File: src/rtl/fetch_pkg.sv
// fetch_pkg: shared definitions for the instruction fetch unit.
//   - fetch_state_t : fetch FSM encodings (FETCH / WAIT / DROP)
//   - *_DEF         : default parameter values for address/data width,
//                     buffer depth and reset PC
//   - entry_w()     : width of one instruction buffer entry {data, pc}
package fetch_pkg;

  typedef enum logic [1:0] {
    ST_FETCH = 2'd0,  // may issue a request (subject to credit)
    ST_WAIT  = 2'd1,  // one request outstanding, response will be buffered
    ST_DROP  = 2'd2   // one request outstanding, response belongs to an old path
  } fetch_state_t;

  localparam int unsigned ADDR_W_DEF = 32;
  localparam int unsigned DATA_W_DEF = 32;
  localparam int unsigned DEPTH_DEF  = 2;
  localparam logic [ADDR_W_DEF-1:0] RESET_PC_DEF = '0;

  function automatic int unsigned entry_w(input int unsigned data_w,
                                          input int unsigned addr_w);
    return data_w + addr_w;
  endfunction

endpackage

File: src/rtl/fetch_fifo.sv
// fetch_fifo: DEPTH-entry FIFO holding fetched {data, pc} entries.
// Ports:
//   clk, rst   : clock, synchronous active-high reset
//   push       : write push_data (accepted when not full, or full with pop)
//   push_data  : entry to write
//   pop        : remove head entry (ignored while empty)
//   flush      : discard all entries; overrides push/pop of the same cycle
//   head_data  : current head entry (valid while !empty)
//   count      : number of stored entries
//   full/empty : occupancy flags
module fetch_fifo #(
  parameter int unsigned W     = 64,
  parameter int unsigned DEPTH = 2
) (
  input  logic                     clk,
  input  logic                     rst,
  input  logic                     push,
  input  logic [W-1:0]             push_data,
  input  logic                     pop,
  input  logic                     flush,
  output logic [W-1:0]             head_data,
  output logic [$clog2(DEPTH):0]   count,
  output logic                     full,
  output logic                     empty
);

  localparam int unsigned PW = $clog2(DEPTH);
  localparam int unsigned CW = PW + 1;

  logic [W-1:0]  mem [DEPTH];
  logic [PW-1:0] wr_ptr;
  logic [PW-1:0] rd_ptr;
  logic          do_push;
  logic          do_pop;

  assign empty     = (count == '0);
  assign full      = (count == CW'(DEPTH));
  assign do_pop    = pop && !empty;
  // A full buffer still takes a push when the head leaves in the same cycle.
  assign do_push   = push && (!full || do_pop);
  assign head_data = mem[rd_ptr];

  // DEPTH is a power of two, so the pointers wrap naturally.
  always_ff @(posedge clk) begin
    if (rst || flush) begin
      wr_ptr <= '0;
      rd_ptr <= '0;
      count  <= '0;
    end else begin
      if (do_push) wr_ptr <= wr_ptr + PW'(1);
      if (do_pop)  rd_ptr <= rd_ptr + PW'(1);
      case ({do_push, do_pop})
        2'b10:   count <= count + CW'(1);
        2'b01:   count <= count - CW'(1);
        default: count <= count;
      endcase
    end
  end

  always_ff @(posedge clk) begin
    if (do_push && !flush) mem[wr_ptr] <= push_data;
  end

endmodule

File: src/rtl/instr_fetch_unit.sv
// instr_fetch_unit: owns the PC and return-address registers, issues
// word-addressed instruction-memory reads (at most one outstanding) and
// buffers returned words for decode. A redirect reloads the PC, flushes the
// buffer and marks any in-flight response as stale.
// Ports:
//   clk, rst                    : clock, synchronous active-high reset
//   imem_req_valid/ready/addr   : instruction memory read request
//   imem_rsp_valid/data         : read response (no backpressure)
//   redirect_valid/pc           : taken branch/jump target from branch unit
//   ra_wr_en/ra_wr_data, ra_out : return-address register write / value
//   instr_valid/ready/data/pc   : buffered instruction stream to decode
//   dbg_state                   : current fetch FSM state
//
// Handshakes: a transfer happens on a rising edge where valid && ready.
// While valid is high and ready is low the payload (imem_req_addr,
// instr_data/instr_pc) is held, except that a redirect or reset may withdraw
// it. imem_rsp_valid is always accepted.
module instr_fetch_unit
  import fetch_pkg::*;
#(
  parameter int unsigned         ADDR_W   = ADDR_W_DEF,
  parameter int unsigned         DATA_W   = DATA_W_DEF,
  parameter logic [ADDR_W-1:0]   RESET_PC = ADDR_W'(RESET_PC_DEF),
  parameter int unsigned         DEPTH    = DEPTH_DEF
) (
  input  logic               clk,
  input  logic               rst,
  output logic               imem_req_valid,
  input  logic               imem_req_ready,
  output logic [ADDR_W-1:0]  imem_req_addr,
  input  logic               imem_rsp_valid,
  input  logic [DATA_W-1:0]  imem_rsp_data,
  input  logic               redirect_valid,
  input  logic [ADDR_W-1:0]  redirect_pc,
  input  logic               ra_wr_en,
  input  logic [ADDR_W-1:0]  ra_wr_data,
  output logic [ADDR_W-1:0]  ra_out,
  output logic               instr_valid,
  input  logic               instr_ready,
  output logic [DATA_W-1:0]  instr_data,
  output logic [ADDR_W-1:0]  instr_pc,
  output fetch_state_t       dbg_state
);

  localparam int unsigned EW = entry_w(DATA_W, ADDR_W);

  fetch_state_t              state;
  logic [ADDR_W-1:0]         pc;
  logic [ADDR_W-1:0]         req_pc;     // address of the outstanding request
  logic                      outstanding;
  logic                      credit;
  logic                      req_fire;
  logic                      busy_after; // a request is still in flight after this edge
  logic                      push;
  logic [EW-1:0]             head;
  logic [$clog2(DEPTH):0]    count;
  logic                      full;
  logic                      empty;

  // Only one request may be in flight; a request is issued only if its
  // response is guaranteed a free buffer slot.
  assign outstanding = (state != ST_FETCH);
  assign credit      = !full && ((32'(count) + 32'(outstanding)) < DEPTH);

  assign imem_req_valid = !rst && (state == ST_FETCH) && credit;
  assign imem_req_addr  = pc;
  assign req_fire       = imem_req_valid && imem_req_ready;

  // A response arriving in the redirect cycle retires the old request, so a
  // redirect only needs DROP if something is still in flight afterwards.
  assign busy_after = req_fire || (outstanding && !imem_rsp_valid);

  assign push = (state == ST_WAIT) && imem_rsp_valid;

  always_ff @(posedge clk) begin
    if (rst) begin
      state  <= ST_FETCH;
      pc     <= RESET_PC;
      req_pc <= '0;
    end else begin
      if (req_fire) begin
        pc     <= pc + ADDR_W'(1);
        req_pc <= pc;
      end
      if (redirect_valid) begin
        pc    <= redirect_pc;
        state <= busy_after ? ST_DROP : ST_FETCH;
      end else begin
        case (state)
          ST_FETCH: if (req_fire)       state <= ST_WAIT;
          ST_WAIT:  if (imem_rsp_valid) state <= ST_FETCH;
          ST_DROP:  if (imem_rsp_valid) state <= ST_FETCH;
          default:                      state <= ST_FETCH;
        endcase
      end
    end
  end

  always_ff @(posedge clk) begin
    if (rst)           ra_out <= '0;
    else if (ra_wr_en) ra_out <= ra_wr_data;
  end

  fetch_fifo #(
    .W     (EW),
    .DEPTH (DEPTH)
  ) u_fifo (
    .clk       (clk),
    .rst       (rst),
    .push      (push),
    .push_data ({imem_rsp_data, req_pc}),
    .pop       (instr_ready),
    .flush     (redirect_valid),
    .head_data (head),
    .count     (count),
    .full      (full),
    .empty     (empty)
  );

  assign instr_valid = !empty;
  assign instr_data  = head[EW-1:ADDR_W];
  assign instr_pc    = head[ADDR_W-1:0];
  assign dbg_state   = state;

endmodule

File: config.mk
export PLATFORM = sky130hd
export DESIGN_NAME = instr_fetch_unit
export DESIGN_NICKNAME = d
export VERILOG_FILES = /design/src/rtl/fetch_pkg.sv /design/src/rtl/fetch_fifo.sv /design/src/rtl/instr_fetch_unit.sv
export SDC_FILE = /design/constraint.sdc
export NUM_CORES = 1
export LEC_CHECK = 0
export BUFFER_PORTS_ARGS = -buffer_cell sky130_fd_sc_hd__buf_2
export CORE_AREA = 3 3 137 139
export DETAILED_ROUTE_END_ITERATION = 10
export DIE_AREA = 0 0 140 142
export GPL_TIMING_DRIVEN = 0
export PLACE_DENSITY_LB_ADDON = 0.15
export SLEW_MARGIN = 20
export SYNTH_ARGS = -nofsm -noshare
export SYNTH_HDL_FRONTEND = slang
export SYNTH_HIERARCHICAL = 1
export SYNTH_SLANG_ARGS = --single-unit
File: constraint.sdc
create_clock -name clk -period 7.5 [get_ports clk]
set_input_delay 0.75 -clock clk [delete_from_list [all_inputs] [get_ports clk]]
set_output_delay 0.75 -clock clk [all_outputs]
set_load 0.01 [all_outputs]
==> results.sh <==
export IMPL_clk_latency_ns=0.51
export IMPL_yosysSeqAreaShare=0.639
export IMPL_synth_area_top_cells="edfxtp_1, dfxtp_1, mux2_2"
export IMPL_powerDensity_mw_per_mm2=237
export IMPL_die_w_microns=140
export IMPL_chipHeight_microns=142
export IMPL_cts_clk_slew_worst_paths_ns=0.06
export IMPL_post_place_ws_ns=4.58
export IMPL_numCtsBuffers=24
export IMPL_cts_tree="built"
export IMPL_critical_path_buf_inv_count=3
export IMPL_drive_above_1_share=0.357
export IMPL_crit_fanout=10
export IMPL_critical_path_startpoint_type="flop"
export IMPL_syn_avg_cell_area_sq_um=12.5
export IMPL_ys_flop_type="edfxtp_1"
export IMPL_syn_num_nets=847
export IMPL_fp_coreArea_sq_mm=0.0178
export IMPL_fin_util=0.654
export IMPL_final_hold_viol_count=0
export IMPL_rsz0062_at_grt="false"
export IMPL_crit_type="reg -> out"
export IMPL_ys_async_sr_fraction=0
export IMPL_cp_arrival_ns=2.35
export IMPL_synth_edf_count=128
export IMPL_grtUsageMet1=0.293
export IMPL_post_drt_via_cell_ratio=5.47
export IMPL_clock_skew_ns=0.0138
export IMPL_fmax_mhz=322
export IMPL_initial_core_util=0.520
export IMPL_path_cells="inv_1 > ha_1 > nor4b_4 > clkbuf_1 > buf_2"
export IMPL_irDropWorstVdd_mv=0.148
export IMPL_synth_top_cell_area_share=0.416
export IMPL_drtPass1Iterations=5
export IMPL_outcome="complete, no violations"
export IMPL_grt_pass1_vias=6799
export IMPL_ios=235
export IMPL_crit_slowest_cell="nor4b_4"
export IMPL_met3_usage=0.0501
export IMPL_yosysTopAreaCell="edfxtp_1"
export IMPL_antennaDiodeCount=0
export IMPL_cts_hold_buf=0
export IMPL_io_buffer_count=232
export IMPL_grt_pass1_wl_microns=35900
export IMPL_fp_row_count=49
export IMPL_grt_util_all_layers=0.223
export IMPL_setup_ws_ns=4.40
export IMPL_power_mw=2.76
export IMPL_slew_headroom=0.493
export IMPL_swShare=0.218
export IMPL_antenna_found_initial=0
export IMPL_clock_sinks=231
export IMPL_ys_warn_count=6
export IMPL_p_switching_mw=0.602
export IMPL_place_gp_congestion=0.847
export IMPL_worst_setup_path_end_kind="output pin"
export IMPL_cts_max_level=1
export IMPL_ys_ff_latch=231
export IMPL_setup_tns_ns=0
export IMPL_clkPwrFrac=0.432
export IMPL_die_area_sq_mm=0.0199
export IMPL_clockBufferDepth=3
export IMPL_nets=1121
export IMPL_seqPwrFrac=0.505
export IMPL_met2_usage=0.372
export IMPL_root_buffer="clkbuf_16"
export IMPL_worst_slew_pin_slew_ns=0.761
export IMPL_cpLargestDelayFamily="buffers and inverters"
export IMPL_syn_area_sq_mm=0.00924
export IMPL_leakage_nw=4.75
export IMPL_finalSetupViolations=0
export IMPL_grt_busiest_layer="met2"
export IMPL_min_period_ns=3.10
export IMPL_hold_path_class="in -> reg"
export IMPL_p_int_mw=2.16
export IMPL_synthDistinctLibCells=59
export IMPL_p_comb_frac=0.063
export IMPL_syn_inst=741
export IMPL_final_max_slew_violation_count=0
export IMPL_num_vias=6897
export IMPL_hold_slack_ns=0.425
export IMPL_drv_cap=0
export IMPL_post_drt_wl_per_cell_microns=18.3
export IMPL_grt_overflow=0
export IMPL_finalCritPeriodShare=0.414
export IMPL_drc_errors=0
export IMPL_grt_max_degree=15
export IMPL_post_cts_resized=0
export IMPL_fill_cells=1448
export IMPL_dp_hpwl_microns=16700
export IMPL_wl_microns=23100
export IMPL_postCtsSetupBuffers=0
export IMPL_area_growth_pct=25.8
export IMPL_slowest_delay_ns=0.53
export IMPL_cp_required_ns=6.75
export IMPL_drt_iter0_drc=435
export IMPL_postRouteAntennaNets=0
-- layer usage --
metal  share of wire  up-vias
li1                -     3305
met1            0.41     3276
met2            0.48      266
met3           0.079       50
met4           0.026        0
met5               0        -
-- cells in the mapped netlist, drive strengths merged, types with 2 or more instances --
cell     count
nand2b       2
dfxtp      103
edfxtp     128
o21bai       2
nor2        69
mux2i       33
nand2       82
clkbuf      33
and3         8
mux2        64
nand3b       3
a31o         3
o31a         3
nor3         4
nand3       10
nor2b        3
or4         14
a311oi      18
buf         15
inv         11
a211oi       7
nor3b        2
and4         9
o21ai        5
a2111oi      3
and2         5
o211ai       2
nor4         4
a21oi       34
o31ai       13
nand4       19
or3          7
ha           3
xor2         6
a31oi        2
-- kinds of logic after synthesis --
family | after synthesis | share of synthesized area
adder cells (fa/ha/maj) | 3 | 0.00406
XOR/XNOR | 7 | 0.00663
flip-flops | 231 | 0.639
AO/OA/AOI/OAI | 100 | 0.0770
AND/OR/NAND/NOR | 244 | 0.132
multiplexers | 97 | 0.114
buffers and inverters | 59 | 0.0275
-- placed cells by master, fill, tap and decap left out, types with 25 or more instances in the layout --
cell type,Yosys,layout
nand2_1,82,82
clkbuf_1,33,40
mux2i_1,33,33
clkbuf_16,0,25
a21oi_1,34,34
dfxtp_1,103,103
buf_2,2,234
nor2_1,69,69
mux2_2,64,64
edfxtp_1,128,128
-- power by group through the flow --
stage,clock network (mW),logic [mW],registers [mW]
floorplan,0,0.0795,1.42
global placement,0,0.169,1.42
detailed placement,0,0.174,1.42
CTS,1.22,0.175,1.39
global route,1.27,0.192,1.40
finish,1.19,0.173,1.40
-- sequential cells by signal (all words and copies together) (netlist names), named ones only --
signal / flops
dbg_state: 2
u_fifo/mem: 128
u_fifo/count: 2
imem_req_addr: 32
u_fifo/wr_ptr: 1
u_fifo/rd_ptr: 1
req_pc: 32
ra_out: 32
-- path summary, 6_finish.rpt --
check | slack [ns] | depth (start not counted) | from | to
hold reg to reg | 0.45 | 0 | req_pc[16]$_SDFFE_PP0P_ | u_fifo/mem[1][16]$_DFFE_PP_
hold / removal | 0.43 | 1 | imem_rsp_data[5] | u_fifo/mem[1][37]$_DFFE_PP_
setup / recovery | 4.40 | 5 | dbg_state[1]$_SDFFE_PP0P_ | imem_req_valid
setup reg to reg | 4.96 | 9 | dbg_state[1]$_SDFFE_PP0P_ | u_fifo/mem[1][57]$_DFFE_PP_
-- per-stage QoR --
stage / std cells / instance area [sq um]
CTS: 1262 / 11600
floorplan: 741 / 9240
detailed placement: 1218 / 10800
global placement: 1202 / 10700
global route: 1262 / 11600
finish: 1262 / 11600
-- cell type report --
cell class,instances,area [sq um],area share
buffer,48,213,0.0183
clock buffer,33,666,0.0572
clock inverter,11,129,0.0111
inverter,11,41.3,0.00355
multi-input combinational,451,3090,0.266
sequential,231,5910,0.508
tap,229,287,0.0246
timing repair buffer,248,1300,0.111
Power figures use the tool's default switching activity.
